## src/rtl/ysyx_23060184_exu_ctrl_pkg.sv

```systemverilog
// Shared encodings and defaults for the execute-stage handshake controller.
package ysyx_23060184_exu_ctrl_pkg;

    localparam logic [1:0] OP_ALU = 2'd0;
    localparam logic [1:0] OP_MUL = 2'd1;
    localparam logic [1:0] OP_DIV = 2'd2;

    typedef enum logic [1:0] {
        S_IDLE = 2'd0,
        S_EXEC = 2'd1,
        S_HOLD = 2'd2
    } state_t;

    localparam int MUL_LAT_DEF = 3;
    localparam int DIV_LAT_DEF = 33;
    localparam int CNT_W       = 6;

    // Class 3 runs as ALU; a divide by zero needs no iteration.
    function automatic logic is_single(input logic [1:0] op, input logic dz);
        return (op == OP_ALU) || (op == 2'd3) || ((op == OP_DIV) && dz);
    endfunction

endpackage

```

## src/rtl/ysyx_23060184_exu_ctrl_if.sv

```systemverilog
// ID->EX / EX->MEM handshake, pipeline control and mul/div control bundle.
interface ysyx_23060184_exu_ctrl_if;
    logic       Dvalid;
    logic [1:0] OpClass;
    logic       DivZero;
    logic       Stall;
    logic       Flush;
    logic       Mready;
    logic       Eready;
    logic       Evalid;
    logic       MduStart;
    logic       MduAbort;
    logic       MduEn;
    logic       ResultWe;
    logic       Busy;

    modport slave (
        input  Dvalid, OpClass, DivZero, Stall, Flush, Mready,
        output Eready, Evalid, MduStart, MduAbort, MduEn, ResultWe, Busy
    );

    modport master (
        output Dvalid, OpClass, DivZero, Stall, Flush, Mready,
        input  Eready, Evalid, MduStart, MduAbort, MduEn, ResultWe, Busy
    );
endinterface

```

## src/rtl/ysyx_23060184_exu_ctrl.sv

```systemverilog
// Execute-stage sequencer: accept from ID, time the mul/div unit, hold result for MEM.
module ysyx_23060184_exu_ctrl
    import ysyx_23060184_exu_ctrl_pkg::*;
#(
    parameter int MUL_LAT = MUL_LAT_DEF,
    parameter int DIV_LAT = DIV_LAT_DEF
) (
    input  logic                      clk,
    input  logic                      rst,
    ysyx_23060184_exu_ctrl_if.slave   bus
);

    // Counter runs LAT-2 .. 0 so the capture lands in cycle T+LAT-1.
    localparam logic [CNT_W-1:0] MUL_LD = CNT_W'(MUL_LAT - 2);
    localparam logic [CNT_W-1:0] DIV_LD = CNT_W'(DIV_LAT - 2);

    state_t            state;
    logic [CNT_W-1:0]  cnt;
    logic              idle, exec, hold;
    logic              fire, single, done;
    logic [CNT_W-1:0]  ld;

    assign idle   = (state == S_IDLE);
    assign exec   = (state == S_EXEC);
    assign hold   = (state == S_HOLD);

    assign bus.Eready = !bus.Stall && !bus.Flush && (idle || (hold && bus.Mready));
    assign fire       = bus.Dvalid && bus.Eready;
    assign single     = is_single(bus.OpClass, bus.DivZero);
    assign done       = exec && (cnt == '0) && !bus.Stall && !bus.Flush;
    assign ld         = (bus.OpClass == OP_MUL) ? MUL_LD : DIV_LD;

    assign bus.ResultWe = (fire && single) || done;
    assign bus.MduStart = fire && !single;
    assign bus.MduAbort = bus.Flush && exec;
    assign bus.MduEn    = !bus.Stall;
    assign bus.Busy     = exec;
    assign bus.Evalid   = hold;

    always_ff @(posedge clk or posedge rst) begin
        if (rst) begin
            state <= S_IDLE;
            cnt   <= '0;
        end else if (bus.Flush) begin
            state <= S_IDLE;
            cnt   <= '0;
        end else if (!bus.Stall) begin
            // Fire is only possible from IDLE or a handing-off HOLD, so it takes priority.
            if (fire) begin
                state <= single ? S_HOLD : S_EXEC;
                cnt   <= single ? '0 : ld;
            end else begin
                case (state)
                    S_EXEC: begin
                        if (cnt == '0) state <= S_HOLD;
                        else           cnt   <= cnt - CNT_W'(1);
                    end
                    S_HOLD: if (bus.Mready) state <= S_IDLE;
                    default: state <= S_IDLE;
                endcase
            end
        end
    end

endmodule
```

## src/flat_wrapper.sv

```systemverilog
// flat-port wrapper written by rule: the top's interface ports become plain ports
module ysyx_23060184_exu_ctrl_flat import ysyx_23060184_exu_ctrl_pkg::*;
#(
    parameter int MUL_LAT = MUL_LAT_DEF,
    parameter int DIV_LAT = DIV_LAT_DEF
)
  (clk, rst, bus_Dvalid, bus_OpClass, bus_DivZero, bus_Stall, bus_Flush, bus_Mready, bus_Eready, bus_Evalid, bus_MduStart, bus_MduAbort, bus_MduEn, bus_ResultWe, bus_Busy);
  ysyx_23060184_exu_ctrl_if bus_i ();
  input  logic clk;
  input  logic rst;
  input wire logic [$bits(bus_i.Dvalid)-1:0] bus_Dvalid;
  input wire logic [$bits(bus_i.OpClass)-1:0] bus_OpClass;
  input wire logic [$bits(bus_i.DivZero)-1:0] bus_DivZero;
  input wire logic [$bits(bus_i.Stall)-1:0] bus_Stall;
  input wire logic [$bits(bus_i.Flush)-1:0] bus_Flush;
  input wire logic [$bits(bus_i.Mready)-1:0] bus_Mready;
  output wire logic [$bits(bus_i.Eready)-1:0] bus_Eready;
  output wire logic [$bits(bus_i.Evalid)-1:0] bus_Evalid;
  output wire logic [$bits(bus_i.MduStart)-1:0] bus_MduStart;
  output wire logic [$bits(bus_i.MduAbort)-1:0] bus_MduAbort;
  output wire logic [$bits(bus_i.MduEn)-1:0] bus_MduEn;
  output wire logic [$bits(bus_i.ResultWe)-1:0] bus_ResultWe;
  output wire logic [$bits(bus_i.Busy)-1:0] bus_Busy;
  assign bus_i.Dvalid = bus_Dvalid;
  assign bus_i.OpClass = bus_OpClass;
  assign bus_i.DivZero = bus_DivZero;
  assign bus_i.Stall = bus_Stall;
  assign bus_i.Flush = bus_Flush;
  assign bus_i.Mready = bus_Mready;
  assign bus_Eready = bus_i.Eready;
  assign bus_Evalid = bus_i.Evalid;
  assign bus_MduStart = bus_i.MduStart;
  assign bus_MduAbort = bus_i.MduAbort;
  assign bus_MduEn = bus_i.MduEn;
  assign bus_ResultWe = bus_i.ResultWe;
  assign bus_Busy = bus_i.Busy;
  ysyx_23060184_exu_ctrl #(.MUL_LAT(MUL_LAT), .DIV_LAT(DIV_LAT)) u_core (.clk(clk), .rst(rst), .bus(bus_i));
endmodule
```

## config.mk

```make
export PLATFORM = sky130hd
export DESIGN_NAME = ysyx_23060184_exu_ctrl_flat
export DESIGN_NICKNAME = d
export VERILOG_FILES = /design/src/rtl/ysyx_23060184_exu_ctrl_pkg.sv /design/src/rtl/ysyx_23060184_exu_ctrl_if.sv /design/src/rtl/ysyx_23060184_exu_ctrl.sv /design/src/flat_wrapper.sv
export SDC_FILE = /design/constraint.sdc
export NUM_CORES = 1
export LEC_CHECK = 0
export CAP_MARGIN = 0
export CORE_MARGIN = 3
export CORE_UTILIZATION = 40
export CTS_CLUSTER_SIZE = 16
export DETAILED_ROUTE_END_ITERATION = 10
export PLACE_DENSITY = 0.81
export SYNTH_ARGS = -nofsm -noshare
export SYNTH_HDL_FRONTEND = slang
export SYNTH_SLANG_ARGS = --single-unit
```

## constraint.sdc

```tcl
create_clock -name clk -period 1.8 [get_ports clk]
set_input_delay 0.18 -clock clk [delete_from_list [all_inputs] [get_ports clk]]
set_output_delay 0.18 -clock clk [all_outputs]
set_load 0.05 [all_outputs]
```

### After elaboration in Yosys (flattened, before gate mapping)

Index checks and enable logic that the tools add are counted.

| word-level totals | value |
|---|---|
| logic and storage cells | 50 |
| register bits | 8 |
| output and inout bits | 7 |
| bits of input ports | 9 |

| cells by class | value |
|---|---|
| eq/ne operators | 9 |
| add/sub/neg operators | 1 |
| reduce and logical (&&, ||, !) cells | 24 |
| mux-type cells | 14 |

Operators by type and width:

| kind | number |
|---|---|
| 2-to-1 mux 6 bit | 6 |
| 2-to-1 mux 2 bit | 6 |
| logical AND 1 bit | 11 |
| inequality test 4 bit (second input constant) | 2 |
| == test 2 bit (second input constant) | 3 |
| logical NOT 6 bit | 1 |
| AND reduction 3 bit | 2 |
| subtractor 6 x 1 -> 6 bit (second input constant) | 1 |
| 2-to-1 mux 5 bit | 1 |
| == test 2 x 1 -> 1 bit (second input constant) | 2 |
| logical NOT 2 bit | 2 |
| logical OR 1 bit | 4 |
| case mux 2 bit (2 select lines) | 1 |
| logical NOT 1 bit | 3 |
| inequality test 3 x 2 -> 1 bit (second input constant) | 1 |
| nonzero test 3 bit | 1 |
| inequality test 2 x 1 -> 1 bit (second input constant) | 1 |

### Depth between registers and ports, before layout

| depth | value |
|---|---|
| depth after elaboration | 8 |
| gate-level depth with buffers | 6 |
| gate-level depth less buffers | 6 |

### Worst setup path before layout

OpenSTA, ideal clock, no wires.

| timing | value |
|---|---|
| kind | reg2out |
| from | reg u_core.cnt[2] |
| to | out bus_ResultWe |
| cell stages (with the launch flop) | 4 |
| slack | -875 ps |
| arrival time | 2495 ps |
| path through | dfrtp_1 nor4_1 nand2_1 o41ai_1 |

| on the way | value |
|---|---|
| longest elaborated chain between the ends | 5 |

RTL lines:

| element | line | text |
|---|---|---|
| from (decl) | ysyx_23060184_exu_ctrl.sv:18 | `logic [CNT_W-1:0] cnt;` |
| from (signal assigned) | ysyx_23060184_exu_ctrl.sv:51 | `cnt <= single ? '0 : ld;` |
| from (signal assigned) | ysyx_23060184_exu_ctrl.sv:56 | `else cnt <= cnt - CNT_W'(1);` |
| logical NOT 6 bit | ysyx_23060184_exu_ctrl.sv:30 | `assign done = exec && (cnt == '0) && !bus.Stall && !bus.Flush;` |
| logical AND 1 bit (3 in series) | ysyx_23060184_exu_ctrl.sv:30 |  |
| logical OR 1 bit | ysyx_23060184_exu_ctrl.sv:33 | `assign bus.ResultWe = (fire && single) \|\| done;` |
| to (decl) | flat_wrapper.sv:22 | `output wire logic [$bits(bus_i.ResultWe)-1:0] bus_ResultWe;` |

No other way between the ends.

### Final worst setup path

| timing | value |
|---|---|
| from | reg u_core.cnt[5] |
| to | out bus_ResultWe |

The elaborated chain is that of the path after synthesis.

==> out/metrics.cfg <==
[worst_setup_path]
r2r_slack_ns = -0.01
path_class = reg2out
crit_fanout = 3
cp.arrival_ns = 1.64
cp.required_ns = 1.62
cp-end-kind = output port
worst_setup_path_start_kind = flop
cp_cell_sequence = nor4_4, nand2_2, o41ai_4, buf_12
crit_slowest_cell = dfrtp_1
slowest_delay_ns = 0.41

[finish]
areaGrowthSynthToFinish_pct = 73.5
num_antenna_cells = 0
multi_input_area_um2 = 453
fin_cells = 124
seqCellArea_um2 = 201
fin_util_pct = 78.8
drive_gt1_share_pct = 40.4
n_fill_cell = 92
nets = 124

[die]
die_area_mm2 = 0.00208
core.rowCount = 13
initial_core_util_pct = 45.4
fp.coreArea_mm2 = 0.00138
num_io_pins = 16
die_height_um = 45.6
die_x_um = 45.6

[clocking]
htree_levels = 1
clock_path_buffers = 2
cts_tree = yes
clock_sinks = 8
cts_root_buf = clkbuf_4
clk_pin_slew_ns = 0.05
cts_buffers = 3
insertion_delay_ns = 0.25

[timing]
hold_violations = 0
setup_slack_ns = -0.0186
period_needed_ns = 1.82
final_max_slew_viol_count = 0
fin_skew_ns = 0.00768
relSlewSlack_pct = 72.0
rsz0062_at_grt = yes
fmax_ghz = 0.550
final.period_utilization_pct = 101
fin_setup_tns_ns = -0.0238
worstMarginPinSlew_ns = 0.419
setup_viol = 2

[global_route]
grt_overflow_total = 0
grt.total_usage_pct = 23.0
antenna_found_initial = 0
grt_start_max_net_pins = 9
grt_pass1_wl_um = 3340
grt_pass1_vias = 747

[placed_design]
port_buffers = 15
hpwl_um = 1610
routabilityCongestion = 0.835
dp.cells = 118
pre_cts_slack_ns = -0.140

[pwr]
ir_drop_v = 0.000811
cellPowerDensity_mw_per_mm2 = 952
leakagePower_uw = 0.000525

[synthesis]
synth_cell_types = 32
netlist_area_um2 = 628
synth.area.top_cells = dfrtp_1 32%, ha_1 8.0%, inv_1 6.6%, a31oi_1 5.0%, a21o_1 4.8%
synth_nets = 84
syn-instance-count = 71
yosys.area.top_type_share_pct = 31.9
yosysTopAreaCell = dfrtp_1
ys_ff_latch = 8
synth_warnings = 0
seq_area_frac_synth_pct = 31.9
avgSynthCellArea_um2 = 8.85

[flow_run]
maxCapViolCount = 0

[routing]
avgRoutedWirePerCell_um = 17.5
routed-via-count = 767
drt_iter0_drc = 31
wl_um = 2170
dr.pass1.iters = 5
ant_nets = 0
vias_per_cell = 6.19
drc = 0

[status]
status = finished with violations
violations = setup timing

[min_path]
hold_class = in2async

==> cells by family (layout without fill, tap and decap cells) <==
group                    Yosys count  after routing  synth area share (%)
AND/OR/NAND/NOR                   18             18                  17.1
AO/OA/AOI/OAI                     27             27                  32.5
flip-flops                         8              8                  31.9
buffers and inverters             12             50                  7.17
adder cells (fa/ha/maj)            4              4                  7.97
multiplexers                       2              2                  3.39
==> cells in the mapped netlist (all sizes together) <==
master	instances
inv	11
dfrtp	8
a31oi	5
a21o	4
ha	4
nor2	4
a211oi	3
o22a	3
a21oi	2
a221oi	2
nand2b	2
nand3	2
nor3b	2
or3	2
a211o	1
a21boi	1
a2bb2oi	1
a41o	1
a41oi	1
and4	1
clkbuf	1
mux2	1
mux2i	1
nand2	1
nor2b	1
nor3	1
nor4	1
o21ai	1
o32ai	1
o41ai	1
or4	1
==> critical path, delay by kind of cell, from the launching register on <==
kind	cells	cell delay [ns]
compound gates	1	0.36
flops	1	0.41
buf+inv	1	0.18
simple gates	2	0.44
==> stage by stage <==
stage | hold WS [ns] | cell area (um2) | power (uW)
after detailed placement | 0.465 | 992 | 741
after CTS | 0.170 | 1060 | 979
final | 0.166 | 1090 | 1040
after floorplan | -0.00434 | 647 | 546
after global placement | 0.440 | 992 | 719
after global routing | 0.180 | 1090 | 1090
==> path summary, 6_finish.rpt <==
path	to	depth (start not counted)	startpoint
worst min-delay path	u_core.cnt[3]$_DFFE_PP0P_	2	rst
min in group clk	u_core.cnt[5]$_DFFE_PP0P_	2	u_core.cnt[5]$_DFFE_PP0P_
max in group asynchronous	u_core.cnt[2]$_DFFE_PP0P_	2	rst
worst max-delay path	bus_ResultWe	4	u_core.cnt[5]$_DFFE_PP0P_
worst max register to register	u_core.cnt[5]$_DFFE_PP0P_	4	u_core.cnt[2]$_DFFE_PP0P_
worst min register to register	u_core.cnt[5]$_DFFE_PP0P_	2	u_core.cnt[5]$_DFFE_PP0P_
==> routing by layer <==
metal  up-vias  routed length, um  GRT usage (%)
li1        350                  -              -
met4         0                106           17.5
met1       350                853           25.4
met2        53               1050           39.0
met3        14                156           3.56
met5         -                  0              0
==> where the power goes <==
group / internal, uW / switching [uW]
Sequential: 235 / 73.5
Clock: 75.9 / 56.0
Combinational: 314 / 283
Total: 625 / 412
==> cells in the final DEF (no fill, tap or decap), types with 2 or more instances in the layout <==
cell             instances
inv_1                    9
clkdlybuf4s50_1          8
nor2_1                   3
a211oi_1                 3
clkbuf_4                 3
a31oi_1                  5
a21oi_1                  2
nand3_2                  2
buf_4                   23
buf_12                   5
ha_1                     3
dfrtp_1                  7
nand2b_1                 2
inv_2                    2
o22a_1                   3
a221oi_1                 2
a21o_1                   4
==> state kept, by name, indices dropped and copies added (netlist names) <==
signal and count:
u_core.cnt 6, u_core.state 2
==> area by class of cell <==
type	count	area share, %
Multi-Input combinational cell	51	41.6
Timing Repair Buffer	36	32.4
Sequential cell	8	18.5
Inverter	11	3.79
Clock buffer	3	2.07
Tap cell	15	1.72
==> timing repair <==
action / in CTS / in global routing
pin swaps: 3 / 3
hold buffers: 0 / 0
setup buffers: 2 / 1
resized for setup: 8 / 5
setup endpoints to repair: 2 / 3
Note: power is estimated with default switching activity, not from simulation.
